`src/rtl/debounce_chan.sv`:
```
// Single debounce channel: 2-flop synchroniser, stable-count debounce, edge pulses,
// long-press detection and optional auto-repeat pulse train.
module debounce_chan #(
    parameter int unsigned DB_COUNT     = 1_000_000,
    parameter int unsigned HOLD_COUNT   = 65_000_000,
    parameter int unsigned REPEAT_COUNT = 6_500_000,
    parameter bit          REPEAT_EN    = 1'b1
) (
    input  logic clk_in,
    input  logic rst_in,
    input  logic noisy_in,
    output logic clean_out,
    output logic rise_out,
    output logic fall_out,
    output logic long_out,
    output logic rpt_out
);

    localparam int unsigned DB_W   = $clog2(DB_COUNT + 1);
    localparam int unsigned HOLD_W = $clog2(HOLD_COUNT + 1);
    localparam int unsigned RPT_W  = $clog2(REPEAT_COUNT + 1);

    localparam logic [DB_W-1:0]   DB_MAX   = DB_W'(DB_COUNT);
    localparam logic [HOLD_W-1:0] HOLD_MAX = HOLD_W'(HOLD_COUNT);
    localparam logic [HOLD_W-1:0] HOLD_PRE = HOLD_W'(HOLD_COUNT - 1);
    localparam logic [RPT_W-1:0]  RPT_LAST = RPT_W'(REPEAT_COUNT - 1);

    logic s1_q;
    logic s2_q;
    logic cand_q, cand_d;
    logic clean_q, clean_d;
    logic [DB_W-1:0] db_cnt_q, db_cnt_d;
    logic [HOLD_W-1:0] hold_q, hold_d;
    logic [RPT_W-1:0] rpt_cnt_q, rpt_cnt_d;
    logic rise_q, rise_d;
    logic fall_q, fall_d;
    logic long_q, long_d;
    logic rpt_q, rpt_d;
    logic wrap;

    always_ff @(posedge clk_in or posedge rst_in) begin
        if (rst_in) begin
            s1_q <= 1'b0;
            s2_q <= 1'b0;
        end else begin
            s1_q <= noisy_in;
            s2_q <= s1_q;
        end
    end

    // Any disagreement restarts the stability count; a saturated count commits cand.
    always_comb begin
        cand_d   = cand_q;
        db_cnt_d = db_cnt_q;
        clean_d  = clean_q;
        if (s2_q != cand_q) begin
            cand_d   = s2_q;
            db_cnt_d = '0;
        end else if (db_cnt_q == DB_MAX) begin
            clean_d = cand_q;
        end else begin
            db_cnt_d = db_cnt_q + DB_W'(1);
        end
    end

    always_comb begin
        rise_d = clean_d & ~clean_q;
        fall_d = ~clean_d & clean_q;
    end

    // Keyed on clean_d so a release clears the counters in the same edge as fall.
    always_comb begin
        hold_d    = hold_q;
        rpt_cnt_d = rpt_cnt_q;
        long_d    = 1'b0;
        wrap      = 1'b0;
        if (!clean_d || rise_d) begin
            hold_d    = '0;
            rpt_cnt_d = '0;
        end else if (hold_q != HOLD_MAX) begin
            hold_d = hold_q + HOLD_W'(1);
            long_d = (hold_q == HOLD_PRE);
        end else if (rpt_cnt_q == RPT_LAST) begin
            rpt_cnt_d = '0;
            wrap      = 1'b1;
        end else begin
            rpt_cnt_d = rpt_cnt_q + RPT_W'(1);
        end
    end

    always_comb begin
        if (REPEAT_EN) begin
            rpt_d = rise_d | long_d | wrap;
        end else begin
            rpt_d = rise_d;
        end
    end

    always_ff @(posedge clk_in or posedge rst_in) begin
        if (rst_in) begin
            cand_q    <= 1'b0;
            clean_q   <= 1'b0;
            db_cnt_q  <= '0;
            hold_q    <= '0;
            rpt_cnt_q <= '0;
            rise_q    <= 1'b0;
            fall_q    <= 1'b0;
            long_q    <= 1'b0;
            rpt_q     <= 1'b0;
        end else begin
            cand_q    <= cand_d;
            clean_q   <= clean_d;
            db_cnt_q  <= db_cnt_d;
            hold_q    <= hold_d;
            rpt_cnt_q <= rpt_cnt_d;
            rise_q    <= rise_d;
            fall_q    <= fall_d;
            long_q    <= long_d;
            rpt_q     <= rpt_d;
        end
    end

    assign clean_out = clean_q;
    assign rise_out  = rise_q;
    assign fall_out  = fall_q;
    assign long_out  = long_q;
    assign rpt_out   = rpt_q;

endmodule

```
`src/rtl/debounce_bank.sv`:
```
// N_CH independent debounce channels packed onto bus-wide ports.
module debounce_bank #(
    parameter int unsigned N_CH         = 4,
    parameter int unsigned DB_COUNT     = 1_000_000,
    parameter int unsigned HOLD_COUNT   = 65_000_000,
    parameter int unsigned REPEAT_COUNT = 6_500_000,
    parameter bit          REPEAT_EN    = 1'b1
) (
    input  logic            clk_in,
    input  logic            rst_in,
    input  logic [N_CH-1:0] noisy_in,
    output logic [N_CH-1:0] clean_out,
    output logic [N_CH-1:0] rise_out,
    output logic [N_CH-1:0] fall_out,
    output logic [N_CH-1:0] long_out,
    output logic [N_CH-1:0] rpt_out
);

    for (genvar i = 0; i < N_CH; i++) begin : g_chan
        debounce_chan #(
            .DB_COUNT     (DB_COUNT),
            .HOLD_COUNT   (HOLD_COUNT),
            .REPEAT_COUNT (REPEAT_COUNT),
            .REPEAT_EN    (REPEAT_EN)
        ) u_chan (
            .clk_in    (clk_in),
            .rst_in    (rst_in),
            .noisy_in  (noisy_in[i]),
            .clean_out (clean_out[i]),
            .rise_out  (rise_out[i]),
            .fall_out  (fall_out[i]),
            .long_out  (long_out[i]),
            .rpt_out   (rpt_out[i])
        );
    end

endmodule
```
`config.mk`:
```
export PLATFORM = sky130hd
export DESIGN_NAME = debounce_bank
export DESIGN_NICKNAME = d
export VERILOG_FILES = /design/src/rtl/debounce_chan.sv /design/src/rtl/debounce_bank.sv
export SDC_FILE = /design/constraint.sdc
export NUM_CORES = 1
export LEC_CHECK = 0
export ABC_AREA = 1
export BUFFER_PORTS_ARGS = -buffer_cell sky130_fd_sc_hd__buf_2
export CAP_MARGIN = 30
export CELL_PAD_IN_SITES_DETAIL_PLACEMENT = 0
export CELL_PAD_IN_SITES_GLOBAL_PLACEMENT = 2
export CORE_MARGIN = 4
export CORE_UTILIZATION = 38
export CTS_CLUSTER_DIAMETER = 60
export DETAILED_ROUTE_END_ITERATION = 7
export PLACE_DENSITY_LB_ADDON = 0.25
export SYNTH_ARGS = -nofsm -noshare
export SYNTH_HDL_FRONTEND = slang
export SYNTH_HIERARCHICAL = 1
export SYNTH_SLANG_ARGS = --single-unit
```
`constraint.sdc`:
```
create_clock -name clk_in -period 3 [get_ports clk_in]
set_clock_uncertainty 0.15 [all_clocks]
set_input_delay 0.3 -clock clk_in [delete_from_list [all_inputs] [get_ports clk_in]]
set_output_delay 0.3 -clock clk_in [all_outputs]
set_load 0.01 [all_outputs]
```
After elaboration in Yosys (flattened, before gate mapping) --
Index checks and enable logic that the tools add are counted.
Operators by class: add/subtract/negate cells 12, equality and inequality tests 28, multiplexer cells 56, bitwise logic cells 24, reduce and logical (&&, ||, !) cells 12
Operators with widths (number):
- $mux 23 | 12
- $mux 26 | 8
- $mux 20 | 8
- $add 26x1->26 const B | 4
- $eq 26x26->1 const B | 4
- $ne 26x26->1 const B | 4
- $add 23x1->23 const B | 4
- $eq 23x23->1 const B | 4
- $add 20x1->20 const B | 4
- $eq 20x20->1 const B | 4
- $mux 1 | 28
- $ne 2x1->1 const B | 8
- $and 1x1->1 | 8
- $not 1->1 | 8
- $or 1x1->1 | 8
- $reduce_bool 2->1 | 4
- $logic_not 1->1 | 4
- $logic_or 1x1->1 | 4
- $ne 1x1->1 | 4
Storage, ports and cells: register bits after elaboration 308, input bits 6, output and inout port bits 20, word-level logic and storage cells 176

Logic depth before layout (Yosys ltp) --
depth in word-level cells 8, mapped depth 11, mapped depth without buffers 11

Hierarchy --
Netlist, hierarchy kept.
By module, submodules not included:
- debounce_chan at g_chan[0].u_chan ... | times used 3, cells each 618, area an instance 4594.4 um^2
- debounce_chan at g_chan[1].u_chan | times used 1, cells each 627, area an instance 4596.9 um^2

Least setup slack after synthesis --
Ideal clock, no wire load.
path type register to register, start point reg g_chan[0].u_chan.db_cnt_q[0], end point reg g_chan[0].u_chan.rpt_q, library setup time 0.122 ns, arrival time 1.593 ns, data required time 2.728 ns, setup slack 1.136 ns, cell stages (with the launch flop) 12, path buffers 2, cells stage by stage dfrtp_1 inv_1 ha_1 nand3_1 nor2_2 nand3_2 nor2_4 a21oi_4 buf_6 buf_6 nand3_2 nand3_2
Between the ends: cells in the longest elaborated chain, start to end 8, elaborated cells on any way between the ends 10, those cells by class eq/ne: 1; mux: 4; bitwise: 3; reduce/logical: 2
Ends and longest elaborated chain:
- start: declaration | RTL line debounce_chan.sv:32 | logic [DB_W-1:0] db_cnt_q, db_cnt_d;
- start signal: assignment | RTL line debounce_chan.sv:113 | db_cnt_q <= db_cnt_d;
- $eq 20x20->1 (*) | RTL line debounce_chan.sv:59 | end else if (db_cnt_q == DB_MAX) begin
- $mux 1 (*) | RTL line debounce_chan.sv:59
- $mux 1 (*) | RTL line debounce_chan.sv:56 | if (s2_q != cand_q) begin
- $and 1x1->1 / $logic_not 1->1 (equally long branches) | RTL line debounce_chan.sv:67, debounce_chan.sv:77
- $logic_or 1x1->1 | RTL line debounce_chan.sv:77 | if (!clean_d || rise_d) begin
- $mux 1 | RTL line debounce_chan.sv:77
- $or 1x1->1 | RTL line debounce_chan.sv:93 | rpt_d = rise_d | long_d | wrap;
- $or 1x1->1 (*) | RTL line debounce_chan.sv:93
- via g_chan[0].u_chan.rpt_d | RTL line debounce_chan.sv:38 | logic rpt_q, rpt_d;
- end signal: assignment | RTL line debounce_chan.sv:119 | rpt_q <= rpt_d;
- end: declaration | RTL line debounce_chan.sv:38
The timed path passes the listed nets; every way through them passes the cells marked *. A chain may end at the register's enable or synchronous reset.

Worst setup path after layout --
start point reg g_chan[0].u_chan.db_cnt_q[0], end point reg g_chan[0].u_chan.rpt_cnt_q[11]
Between the ends: cells in the longest elaborated chain, start to end 6, elaborated cells on any way between the ends 8, those cells by class eq/ne: 2; mux: 3; bitwise: 1; reduce/logical: 2
Ends and longest elaborated chain:
- $eq 20x20->1 (*) | RTL line debounce_chan.sv:59
- $mux 1 (*) | RTL line debounce_chan.sv:59
- $mux 1 (*) | RTL line debounce_chan.sv:56
- $and 1x1->1 / $logic_not 1->1 (equally long branches) | RTL line debounce_chan.sv:67, debounce_chan.sv:77
- $logic_or 1x1->1 (*) | RTL line debounce_chan.sv:77
- $ne 2x1->1 (no source line) / $mux 23 (equally long branches)
- end signal: assignment | RTL line debounce_chan.sv:115 | rpt_cnt_q <= rpt_cnt_d;
- end: declaration | RTL line debounce_chan.sv:34 | logic [RPT_W-1:0] rpt_cnt_q, rpt_cnt_d;
Mark *: on every way between the ends. The rest lies on a longest branch, timed or not.

==> out/results.tsv <==
stage	metric	value	unit
final_layout	footprint of the multi-input gates	9020	µm²
sta	worst slew pin tran	788	ps
grt	GRT Util Overall	17.2	%
min_path	hold path depth	0	
final_layout	layout cells sized above 1	9.60	%
grt	initial antenna violation count	1	
setup_path	Reg2Reg Depth	8	
pwr	maximum VDD drop	411	µV
synth	Yosys warning total	6	
clock_network	Num CTS Buffers	42	
floorplan	Die W	228	µm
setup_path	crit-path max FO	12	
setup_path	WS Path Type	flip-flop to flip-flop	
job	max_cap viols	0	
clock_network	worst skew pair latency	560	ps
final_layout	area added between synthesis and finish	11.5	%
sta	Worst slew margin	47.4	%
synth	leading area contributor after synthesis	dfrtp_1	
route	drt initial violations	1038	
sta	setup ws final	599	ps
place	Port Buffers	25	
sta	Period Utilization, post-route	80.0	%
place	dpl hpwl	32.1	mm
route	First-pass DRT Iterations	5	
synth	syn avg cell area	7.41	µm²
synth	Post-synth top cells	454 x nand2_1, 403 x nor2_1, 314 x inv_1	
grt	vias in the first global route	15700	
floorplan	Initial Util	38.5	%
clock_network	Clock Path Buffers	3	
final_layout	fillers	4928	
route	DRT Wirelength	44.8	mm
synth	Cell variety after synth	35	
sta	Setup TNS Final	0	ps
route	DR WL/cell	14.1	µm
sta	fin crit period	2400	ps
final_layout	register area	7710	µm²
sta	endpoints failing setup	0	
floorplan	number of cell rows	80	
synth	Post-Synth XOR/XNOR Area	5.19	%
sta	final hold violation count	0	
route	post-route ant nets	0	
floorplan	total die area	52000	µm²
synth	FF+latch count, synth	308	
pwr	PD cells	451	nW/µm²
floorplan	total core area	47700	µm²
synth	complex-gate fraction of the synthesized area	7.26	%
min_path	Hold Crit Start	g_chan[2].u_chan/s1_q$_DFF_PP0_	
setup_path	FF-to-FF End	g_chan[0].u_chan/rpt_cnt_q[11]$_DFFE_PP0P_	
sta	Peak Freq	417	MHz
synth	largest family of logic cells by synthesized area	simple AND/OR/NAND/NOR gates	
min_path	Hold/Removal Path Class	flip-flop to flip-flop	
grt	largest net degree at the start of global routing	48	
synth	most common flop cell mapped by yosys	dfrtp_1	
place	placer congestion estimate	0.838	
floorplan	die height	228	µm
clock_network	clock transition at the registers of the reported paths	60	ps
setup_path	worst r2r src	g_chan[0].u_chan/db_cnt_q[0]$_DFFE_PP0P_	
synth	Cells after Synth	2481	
status	status	complete, no violations	
synth	post-synthesis simple-gate area fraction	35.3	%
min_path	Worst Hold Path EP	g_chan[2].u_chan/s2_q$_DFF_PP0_	
final_layout	Final nets	2549	
grt	first-pass GRT wire length	77.5	mm
clock_network	# clock sinks	308	
setup_path	Critical Path Sink Type	flip-flop	
pwr	Leak	8.67	nW
synth	Synth Area in Adders	1.36	%
route	vias after detailed routing	15900	
final_layout	# diodes	0	
setup_path	Critical Path AT	2720	ps
synth	syn nets	2507	
clock_network	total setup buffers inserted after CTS	0	
clock_network	CTS tree	built	
place	pre-CTS WS	548	ps
clock_network	cts repair resizes	0	
setup_path	startpoint types	flip-flop	
clock_network	Post-CTS Hold Buffers	5	
setup_path	Worst Path Required	3320	ps
floorplan	total I/O pin count	26	
setup_path	Reg2Reg Setup Slack	600	ps
synth	fraction of registers with async set or reset after synthesis	100	%
sta	RSZ-0062 raised after global routing	no	
synth	Mapped Area	18400	µm²
synth	Seq/Total Area, Yosys	41.9	%
route	detailed-route DRC error count	0	
synth	Synth top area share	41.9	%
synth	EDFF count, synth	0	
synth	mux cell area share after synthesis	0	%
clock_network	htree depth	2	
synth	Area contributors post-synth	dfrtp_1 42%, nand2_1 9.3%, nor2_1 8.2%	
clock_network	clk root buf	clkbuf_16	
sta	Final Slew Violations	0	
route	routed vias/inst	5.04	
grt	grt total ovfl	0	
synth	most frequent cell after synthesis	nand2_1	
-- sequential cells by signal, summed over array words and instances (netlist names) --
register,count
g_chan.u_chan/rise_out,4
g_chan.u_chan/clean_out,4
g_chan.u_chan/cand_q,4
g_chan.u_chan/s1_q,4
g_chan.u_chan/long_out,4
g_chan.u_chan/rpt_cnt_q,92
g_chan.u_chan/hold_q,104
g_chan.u_chan/fall_out,4
g_chan.u_chan/rpt_out,4
g_chan.u_chan/s2_q,4
g_chan.u_chan/db_cnt_q,80
-- final cells by class --
| class | count | share of cell area (%) |
|---|---|---|
| inverters | 335 | 6.16 |
| repair buffers | 51 | 1.81 |
| multi-input cells | 1785 | 44.0 |
| flip-flops and latches | 308 | 37.6 |
| clock buffers | 57 | 6.10 |
| clock inverters | 16 | 0.549 |
| well taps | 615 | 3.75 |
-- worst max path at each step --
stage                                                         from                                         end  cells past startpoint
final                     g_chan[0].u_chan/db_cnt_q[0]$_DFFE_PP0P_  g_chan[0].u_chan/rpt_cnt_q[11]$_DFFE_PP0P_                      8
after global placement             g_chan[0].u_chan/s2_q$_DFF_PP0_  g_chan[0].u_chan/rpt_cnt_q[11]$_DFFE_PP0P_                      7
after global routing      g_chan[0].u_chan/db_cnt_q[0]$_DFFE_PP0P_  g_chan[0].u_chan/rpt_cnt_q[11]$_DFFE_PP0P_                      8
after floorplan                                             rst_in         g_chan[0].u_chan/cand_q$_DFFE_PP0N_                      1
after detailed placement           g_chan[0].u_chan/s2_q$_DFF_PP0_  g_chan[0].u_chan/rpt_cnt_q[11]$_DFFE_PP0P_                      7
after CTS                          g_chan[0].u_chan/s2_q$_DFF_PP0_  g_chan[0].u_chan/rpt_cnt_q[11]$_DFFE_PP0P_                      7
-- power by group --
part / total, W / leakage (nW) / internal (W) / switching, W
logic: 0.000205 / 3.74 / 0.0000499 / 0.000155
clock network: 0.00484 / 0.667 / 0.00293 / 0.00192
registers: 0.00420 / 4.27 / 0.00418 / 0.0000199
total: 0.00925 / 8.67 / 0.00716 / 0.00209
-- cells in the final DEF (no fill, tap or decap), drive strengths merged, types with 13 or more instances in the layout --
cell,instances
dfrtp,308
nand3,307
xor2,89
a31oi,13
nor2,432
ha,20
clkbuf,57
xnor2,20
o21ai,138
clkinv,13
buf,46
nand2,458
a21oi,77
inv,334
nor4,15
nor3,112
nand4,81
-- metrics by stage --
stage	instances	hold slack (ps)	utilization (%)	cell area (µm²)	power, W
finish	3167	199	42.9	20500	0.00925
global route	3167	204	42.9	20500	0.00967
CTS	3167	200	42.9	20500	0.00946
detailed placement	3089	193	40.0	19100	0.00449
global placement	3089	182	40.0	19100	0.00448
floorplan	2481	181	-	18400	0.00440
-- kinds of logic (layout without fill, tap and decap cells) --
| logic type | after synthesis | count (layout) |
|---|---|---|
| xor gates and xnor gates | 109 | 109 |
| adders and majority gates | 20 | 20 |
| buffers and inverters | 388 | 459 |
| and+or+nand+nor | 1420 | 1420 |
| AOI/OAI and AO/OA | 236 | 236 |
| DFF | 308 | 308 |
-- critical path: stages, from the launching register on --
cell and delay, ps:
dfrtp_1 420, inv_1 80, ha_1 160, nand3_1 90
nor2_2 170, nand3_2 130, a21oi_4 430, nand2_1 420
o21ai_1 260
-- per-layer routing --
| layer | track usage [%] | share of wire (%) |
|---|---|---|
| met2 | 27.4 | 44 |
| met3 | 2.38 | 3.3 |
| met4 | 4.42 | 1.7 |
| met1 | 24.9 | 51 |
| met5 | 0 | 0 |
Note: power is estimated with default switching activity, not from simulation.
